`src/rtl/tug_pkg.sv`:
```
// Shared definitions for the tug-of-war game state: score widths, default rope positions and FSM states.
package tug_pkg;

    localparam int unsigned SCORE_W         = 5;
    localparam int unsigned CALC_W          = 6;
    localparam int unsigned HOLD_W          = 8;
    localparam int unsigned DEF_START_SCORE = 10;
    localparam int unsigned DEF_MAX_SCORE   = 20;
    localparam int unsigned DEF_HOLD_FRAMES = 120;

    typedef enum logic [1:0] {
        IDLE = 2'd0,
        PLAY = 2'd1,
        HOLD = 2'd2
    } tug_state_e;

    // One saturating step of the rope position toward the right (up) or left (down) end.
    function automatic logic [CALC_W-1:0] sat_step(
        input logic [CALC_W-1:0] cur,
        input logic              up,
        input logic [CALC_W-1:0] max_val
    );
        logic [CALC_W-1:0] res;
        if (up) begin
            res = (cur >= max_val) ? max_val : cur + CALC_W'(1);
        end else begin
            res = (cur == '0) ? '0 : cur - CALC_W'(1);
        end
        return res;
    endfunction

endpackage

```
`src/rtl/edge_pulse.sv`:
```
// Registered rising-edge detector: one-cycle pulse the cycle after a level is first sampled high.
module edge_pulse (
    input  logic clk,
    input  logic rst_n,
    input  logic i_level,
    output logic o_pulse
);

    logic r_prev;

    always_ff @(posedge clk or negedge rst_n) begin
        if (!rst_n) begin
            r_prev  <= 1'b0;
            o_pulse <= 1'b0;
        end else begin
            r_prev  <= i_level;
            o_pulse <= i_level & ~r_prev;
        end
    end

endmodule

```
`src/rtl/tug_score_keeper.sv`:
```
// Tug-of-war game state: turns player point edges into a saturating rope position,
// detects wins, holds the final position, and publishes the score only on frame ticks.
module tug_score_keeper
    import tug_pkg::*;
#(
    parameter int unsigned START_SCORE = DEF_START_SCORE,
    parameter int unsigned MAX_SCORE   = DEF_MAX_SCORE,
    parameter int unsigned HOLD_FRAMES = DEF_HOLD_FRAMES
) (
    input  logic               pixelClk,
    input  logic               resetN,
    input  logic               leftPoint,
    input  logic               rightPoint,
    input  logic               frameTick,
    input  logic               startGame,
    output logic [SCORE_W-1:0] score,
    output logic               gameOver,
    output logic               winnerRight,
    output logic               scoreChanged
);

    localparam logic [SCORE_W-1:0] START_VAL = SCORE_W'(START_SCORE);
    localparam logic [CALC_W-1:0]  MAX_CALC  = CALC_W'(MAX_SCORE);
    localparam logic [HOLD_W-1:0]  HOLD_LAST = HOLD_W'(HOLD_FRAMES - 1);

    tug_state_e         r_state;
    tug_state_e         w_state_nxt;
    logic [SCORE_W-1:0] r_live;
    logic [SCORE_W-1:0] w_live_nxt;
    logic [HOLD_W-1:0]  r_hold_cnt;
    logic [HOLD_W-1:0]  w_hold_nxt;
    logic [CALC_W-1:0]  w_step;
    logic [SCORE_W-1:0] w_score_nxt;
    logic               w_changed_nxt;
    logic               w_game_over_nxt;
    logic               w_winner_nxt;
    logic               w_l_edge;
    logic               w_r_edge;

    edge_pulse u_left_edge (
        .clk     (pixelClk),
        .rst_n   (resetN),
        .i_level (leftPoint),
        .o_pulse (w_l_edge)
    );

    edge_pulse u_right_edge (
        .clk     (pixelClk),
        .rst_n   (resetN),
        .i_level (rightPoint),
        .o_pulse (w_r_edge)
    );

    // Candidate position if exactly one player scored this cycle.
    assign w_step = sat_step({1'b0, r_live}, w_r_edge, MAX_CALC);

    always_comb begin
        w_state_nxt   = r_state;
        w_live_nxt    = r_live;
        w_hold_nxt    = r_hold_cnt;
        w_winner_nxt  = winnerRight;
        w_score_nxt   = score;
        w_changed_nxt = 1'b0;

        unique case (r_state)
            IDLE: begin
                if (startGame) begin
                    w_state_nxt = PLAY;
                end
            end
            PLAY: begin
                if (w_l_edge ^ w_r_edge) begin
                    w_live_nxt = SCORE_W'(w_step);
                    if ((w_step == '0) || (w_step == MAX_CALC)) begin
                        w_state_nxt  = HOLD;
                        w_winner_nxt = (w_step == MAX_CALC);
                    end
                end
            end
            HOLD: begin
                if (frameTick) begin
                    if (r_hold_cnt == HOLD_LAST) begin
                        w_state_nxt = IDLE;
                        w_live_nxt  = START_VAL;
                        w_hold_nxt  = '0;
                    end else begin
                        w_hold_nxt = r_hold_cnt + HOLD_W'(1);
                    end
                end
            end
            default: begin
                w_state_nxt = IDLE;
            end
        endcase

        // Publish the pre-update position so an edge coinciding with a tick lands on the next frame.
        if (frameTick) begin
            w_score_nxt   = r_live;
            w_changed_nxt = (r_live != score);
        end

        w_game_over_nxt = (w_state_nxt == HOLD);
    end

    always_ff @(posedge pixelClk or negedge resetN) begin
        if (!resetN) begin
            r_state      <= IDLE;
            r_live       <= START_VAL;
            r_hold_cnt   <= '0;
            score        <= START_VAL;
            scoreChanged <= 1'b0;
            gameOver     <= 1'b0;
            winnerRight  <= 1'b0;
        end else begin
            r_state      <= w_state_nxt;
            r_live       <= w_live_nxt;
            r_hold_cnt   <= w_hold_nxt;
            score        <= w_score_nxt;
            scoreChanged <= w_changed_nxt;
            gameOver     <= w_game_over_nxt;
            winnerRight  <= w_winner_nxt;
        end
    end

endmodule

```
`config.mk`:
```
export PLATFORM = sky130hd
export DESIGN_NAME = tug_score_keeper
export DESIGN_NICKNAME = d
export VERILOG_FILES = /design/src/rtl/tug_pkg.sv /design/src/rtl/edge_pulse.sv /design/src/rtl/tug_score_keeper.sv
export SDC_FILE = /design/constraint.sdc
export NUM_CORES = 1
export LEC_CHECK = 0
export CAP_MARGIN = 0
export CORE_MARGIN = 2
export CORE_UTILIZATION = 55
export DETAILED_ROUTE_END_ITERATION = 8
export PLACE_DENSITY_LB_ADDON = 0.2
export SETUP_SLACK_MARGIN = 0.02
export SKIP_CTS_REPAIR_TIMING = 1
export SYNTH_ARGS = -nofsm -noshare
export SYNTH_HDL_FRONTEND = slang
export SYNTH_HIERARCHICAL = 1
export SYNTH_SLANG_ARGS = --single-unit
```
`constraint.sdc`:
```
create_clock -name pixelClk -period 3.2 [get_ports pixelClk]
set_input_delay 0.48 -clock pixelClk [delete_from_list [all_inputs] [get_ports pixelClk]]
set_output_delay 0.48 -clock pixelClk [all_outputs]
set_load 0.05 [all_outputs]
```
==> metrics <==
xor/xnor share of the synthesized area=6.576%; biggest area contributors in the synthesized netlist=sky130_fd_sc_hd__dfrtp_1 (39%), sky130_fd_sc_hd__dfstp_2 (7.2%), sky130_fd_sc_hd__mux2_2 (3.8%); nets=164; maximum number of pins on one net before global-route repair=28; estimated wirelength of the detail-placed design=1.908 mm; number of antenna violations at the first check in global routing=0; fraction of final layout cells with drive strength greater than 1=13.07%; worst min-delay path category=reg2reg; I/O Pins=14; count of cell instances traversed by the critical path=7; sequential fraction of the synthesis area=46.46%; placeable core region=2500 um^2; post-route clock period utilization=75.62%; Peak supply drop=628.2 uV; Max Slew Vio Count=0; outcome=completed; placed cell count=179; setup-violating endpoint count in the final report=0; final sum of negative setup slack=0 ns; via count=1096; cell area power density=866.3 nW/um^2; number of sinks driven by the clock tree=27; Critical Setup Path Class=reg2reg; post-route insts no fill=183; global-route wire length before repair=4.830 mm; basic-gate share of the synthesized area counting and, or, nand and nor cells=19.81%; global routing usage summed across all routing layers=19.18%; final core occ=65.57%; total CTS buffers=3; via density per instance=5.989; min cycle time layout=2.420 ns; Worst-path clk slew=0.13 ns; number of standard-cell rows in the floorplan=18; post-detailed-placement cell area=1613 um^2; proportion of register bits with asynchronous set or reset after synthesis=100.0%; antenna cell count=0; growth of design area from synthesis to finish=11.87%; Power, Total=1.420 mW; Place WS=0.8139 ns; GP Congestion=0.7791; leakage power figure=0.6670 nW; count of cells along the worst register-to-register path=7; width of the chip=55.62 um; Detailed Routing Iterations Pass 1=4; distinct cell type count after synthesis=43; largest family of logic cells by synthesized area=simple AND/OR/NAND/NOR gates; Netlist Area Pre-Place=1465 um^2; top cell family by delay on the critical path=compound AO/OA/AOI/OAI gates; hold path cells=1; kind of capture point of the worst setup path=flip-flop; required time at the worst-slack endpoint=3.42 ns; design area=1639 um^2; post-synthesis compound-gate area fraction=16.05%; final critical-path setup slack=0.7803 ns; Slowest Stage Delay on Critical Path=0.49 ns; number of flops mapped to enable cells by yosys=0; critical-path maximum fanout=6; CP Buf/Inv Count=1; total nets after synthesis=152; final global-route overflow total=0; max_cap viols=0; met2 track demand over resource in global routing=32.82%; count of state elements after synthesis=27; GR Layer Usage met3=5.116%; worst setup skew after layout=0.004515 ns; CTS tree=yes; cells traversed along the worst timing path=inv_1 > ha_1 > or4b_4 > a22o_1 > nand2b_4 > o31a_1 > a311o_1; met1 Track Usage GR=25.27%; unrepaired setup endpoints after global routing=no; residual antenna-violating net count after detailed routing=0; Worst Max-Slew Pin Slew=0.6300 ns; root buffer cell=sky130_fd_sc_hd__clkbuf_4; count of input and output buffers=13; die height=55.62 um; clock latency at the later pin of the worst-skew pair=0.32 ns; share of synthesized area spent on multiplexers=4.526%; adder-cell share of the synthesized area=3.416%; Avg Synthesized Cell Area=10.32 um^2; WP data arrival=2.64 ns; Slowest cell on crit path=sky130_fd_sc_hd__or4b_4; top cell type's share of synthesized area=39.28%; total of warnings raised by yosys=6; total DRC errors in the routed layout=0; deepest clock path buffer count=2; Max-slew headroom=57.33%; hold violation count in the final report=0; number of global-route vias before repair=1096; count of H-tree levels built during CTS=1; post-synthesis instance total=142; tightest hold margin=0.4532 ns; top cell type by total area after synthesis=sky130_fd_sc_hd__dfrtp_1; top flip-flop cell by instance count after synthesis=sky130_fd_sc_hd__dfrtp_1; most utilized layer in the global route result=met2; Routed wire per std cell=14.68 um; area enclosed by the die boundary=3093 um^2; initial core utilization=58.61%; detailed router's first-iteration violation count=14; Max Clk Rate=413.3 MHz; type of element launching the critical path=flip-flop; Total Wirelength=2.687 mm
==> flip-flops by register name, indices dropped and copies added, names as in the netlist, 2 cells and up <==
name / count
score: 5
r_state: 2
r_live: 5
r_hold_cnt: 8
==> layout by cell type (no fill, tap or decap), types with 2 or more instances in the layout <==
cell type	Yosys	final
sky130_fd_sc_hd__nor2_1	8	8
sky130_fd_sc_hd__nor2b_1	2	2
sky130_fd_sc_hd__nand2_1	13	13
sky130_fd_sc_hd__o21ai_0	9	9
sky130_fd_sc_hd__nand4_1	4	4
sky130_fd_sc_hd__xor2_1	5	5
sky130_fd_sc_hd__nor3_1	4	4
sky130_fd_sc_hd__mux2_2	5	5
sky130_fd_sc_hd__a211oi_1	2	2
sky130_fd_sc_hd__a32o_1	2	2
sky130_fd_sc_hd__a22o_1	3	3
sky130_fd_sc_hd__o31a_1	2	2
sky130_fd_sc_hd__nand2b_1	2	2
sky130_fd_sc_hd__a21oi_1	4	4
sky130_fd_sc_hd__nor2b_4	2	2
sky130_fd_sc_hd__clkbuf_4	0	3
sky130_fd_sc_hd__a31oi_1	2	2
sky130_fd_sc_hd__nand3_1	4	4
sky130_fd_sc_hd__ha_1	4	4
sky130_fd_sc_hd__dfrtp_1	23	23
sky130_fd_sc_hd__dfstp_2	4	4
sky130_fd_sc_hd__clkdlybuf4s50_1	0	13
sky130_fd_sc_hd__inv_1	5	5
sky130_fd_sc_hd__or3b_1	2	2
sky130_fd_sc_hd__xnor2_1	6	6
==> worst reg2reg max path, stage by stage, from the launching register on <==
cell and delay (ns):
sky130_fd_sc_hd__dfrtp_1 0.46, sky130_fd_sc_hd__inv_1 0.17, sky130_fd_sc_hd__ha_1 0.23, sky130_fd_sc_hd__or4b_4 0.49, sky130_fd_sc_hd__a22o_1 0.23, sky130_fd_sc_hd__nand2b_4 0.15, sky130_fd_sc_hd__o31a_1 0.28, sky130_fd_sc_hd__a311o_1 0.31
==> power by group <==
group	internal, mW	total (mW)	leakage, nW	switching, mW
combinational	0.306	0.692	0.318	0.386
clock	0.0488	0.141	0.0150	0.0921
sequential	0.446	0.587	0.334	0.141
==> final timing paths <==
kind | from | end | slack (ns)
worst max-delay path | r_live[0] | winnerRight | 0.78
worst min-delay path | u_right_edge/r_prev | u_right_edge/o_pulse | 0.45
worst max register to register | r_live[0] | winnerRight | 0.78
worst min register to register | u_right_edge/r_prev | u_right_edge/o_pulse | 0.45
max in group asynchronous | resetN | r_live[3] | 2.38
min in group asynchronous | resetN | score[2] | 0.51
==> layer usage <==
| metal | vias to the layer above | routed length [um] |
|---|---|---|
| li1 | 531 | - |
| met3 | 0 | 92 |
| met5 | - | 0 |
| met1 | 546 | 1304 |
| met2 | 19 | 1290 |
| met4 | 0 | 0 |
==> cells in the mapped netlist (all sizes together) (2+ instances only) <==
cell and count:
a211oi 2, a21oi 4, a22o 3, a31oi 2, a32o 2, clkbuf 6
dfrtp 23, dfstp 4, ha 4, inv 5, mux2 5, nand2 13
nand2b 3, nand3 4, nand4 4, nor2 8, nor2b 4, nor3 4
o21ai 10, o31a 2, or3b 2, xnor2 6, xor2 5
==> area by class of cell <==
type                    instances  area [um^2]
fillers                       200        860.8
flip-flops and latches         27        680.7
inverters                       5        18.77
repair buffers                 14        137.6
clock buffers                   4        26.28
multi-input cells             103        738.2
well taps                      30        37.54
==> kinds of logic (layout without fill, tap and decap cells) <==
kind of cell    count (synthesis)  count (layout)
compound gates                 33              33
simple gates                   49              49
xor+xnor                       11              11
fa+ha+maj                       4               4
flops                          27              27
mux                             6               6
buf+inv                        12              23
(Power assumes the default switching activity.)
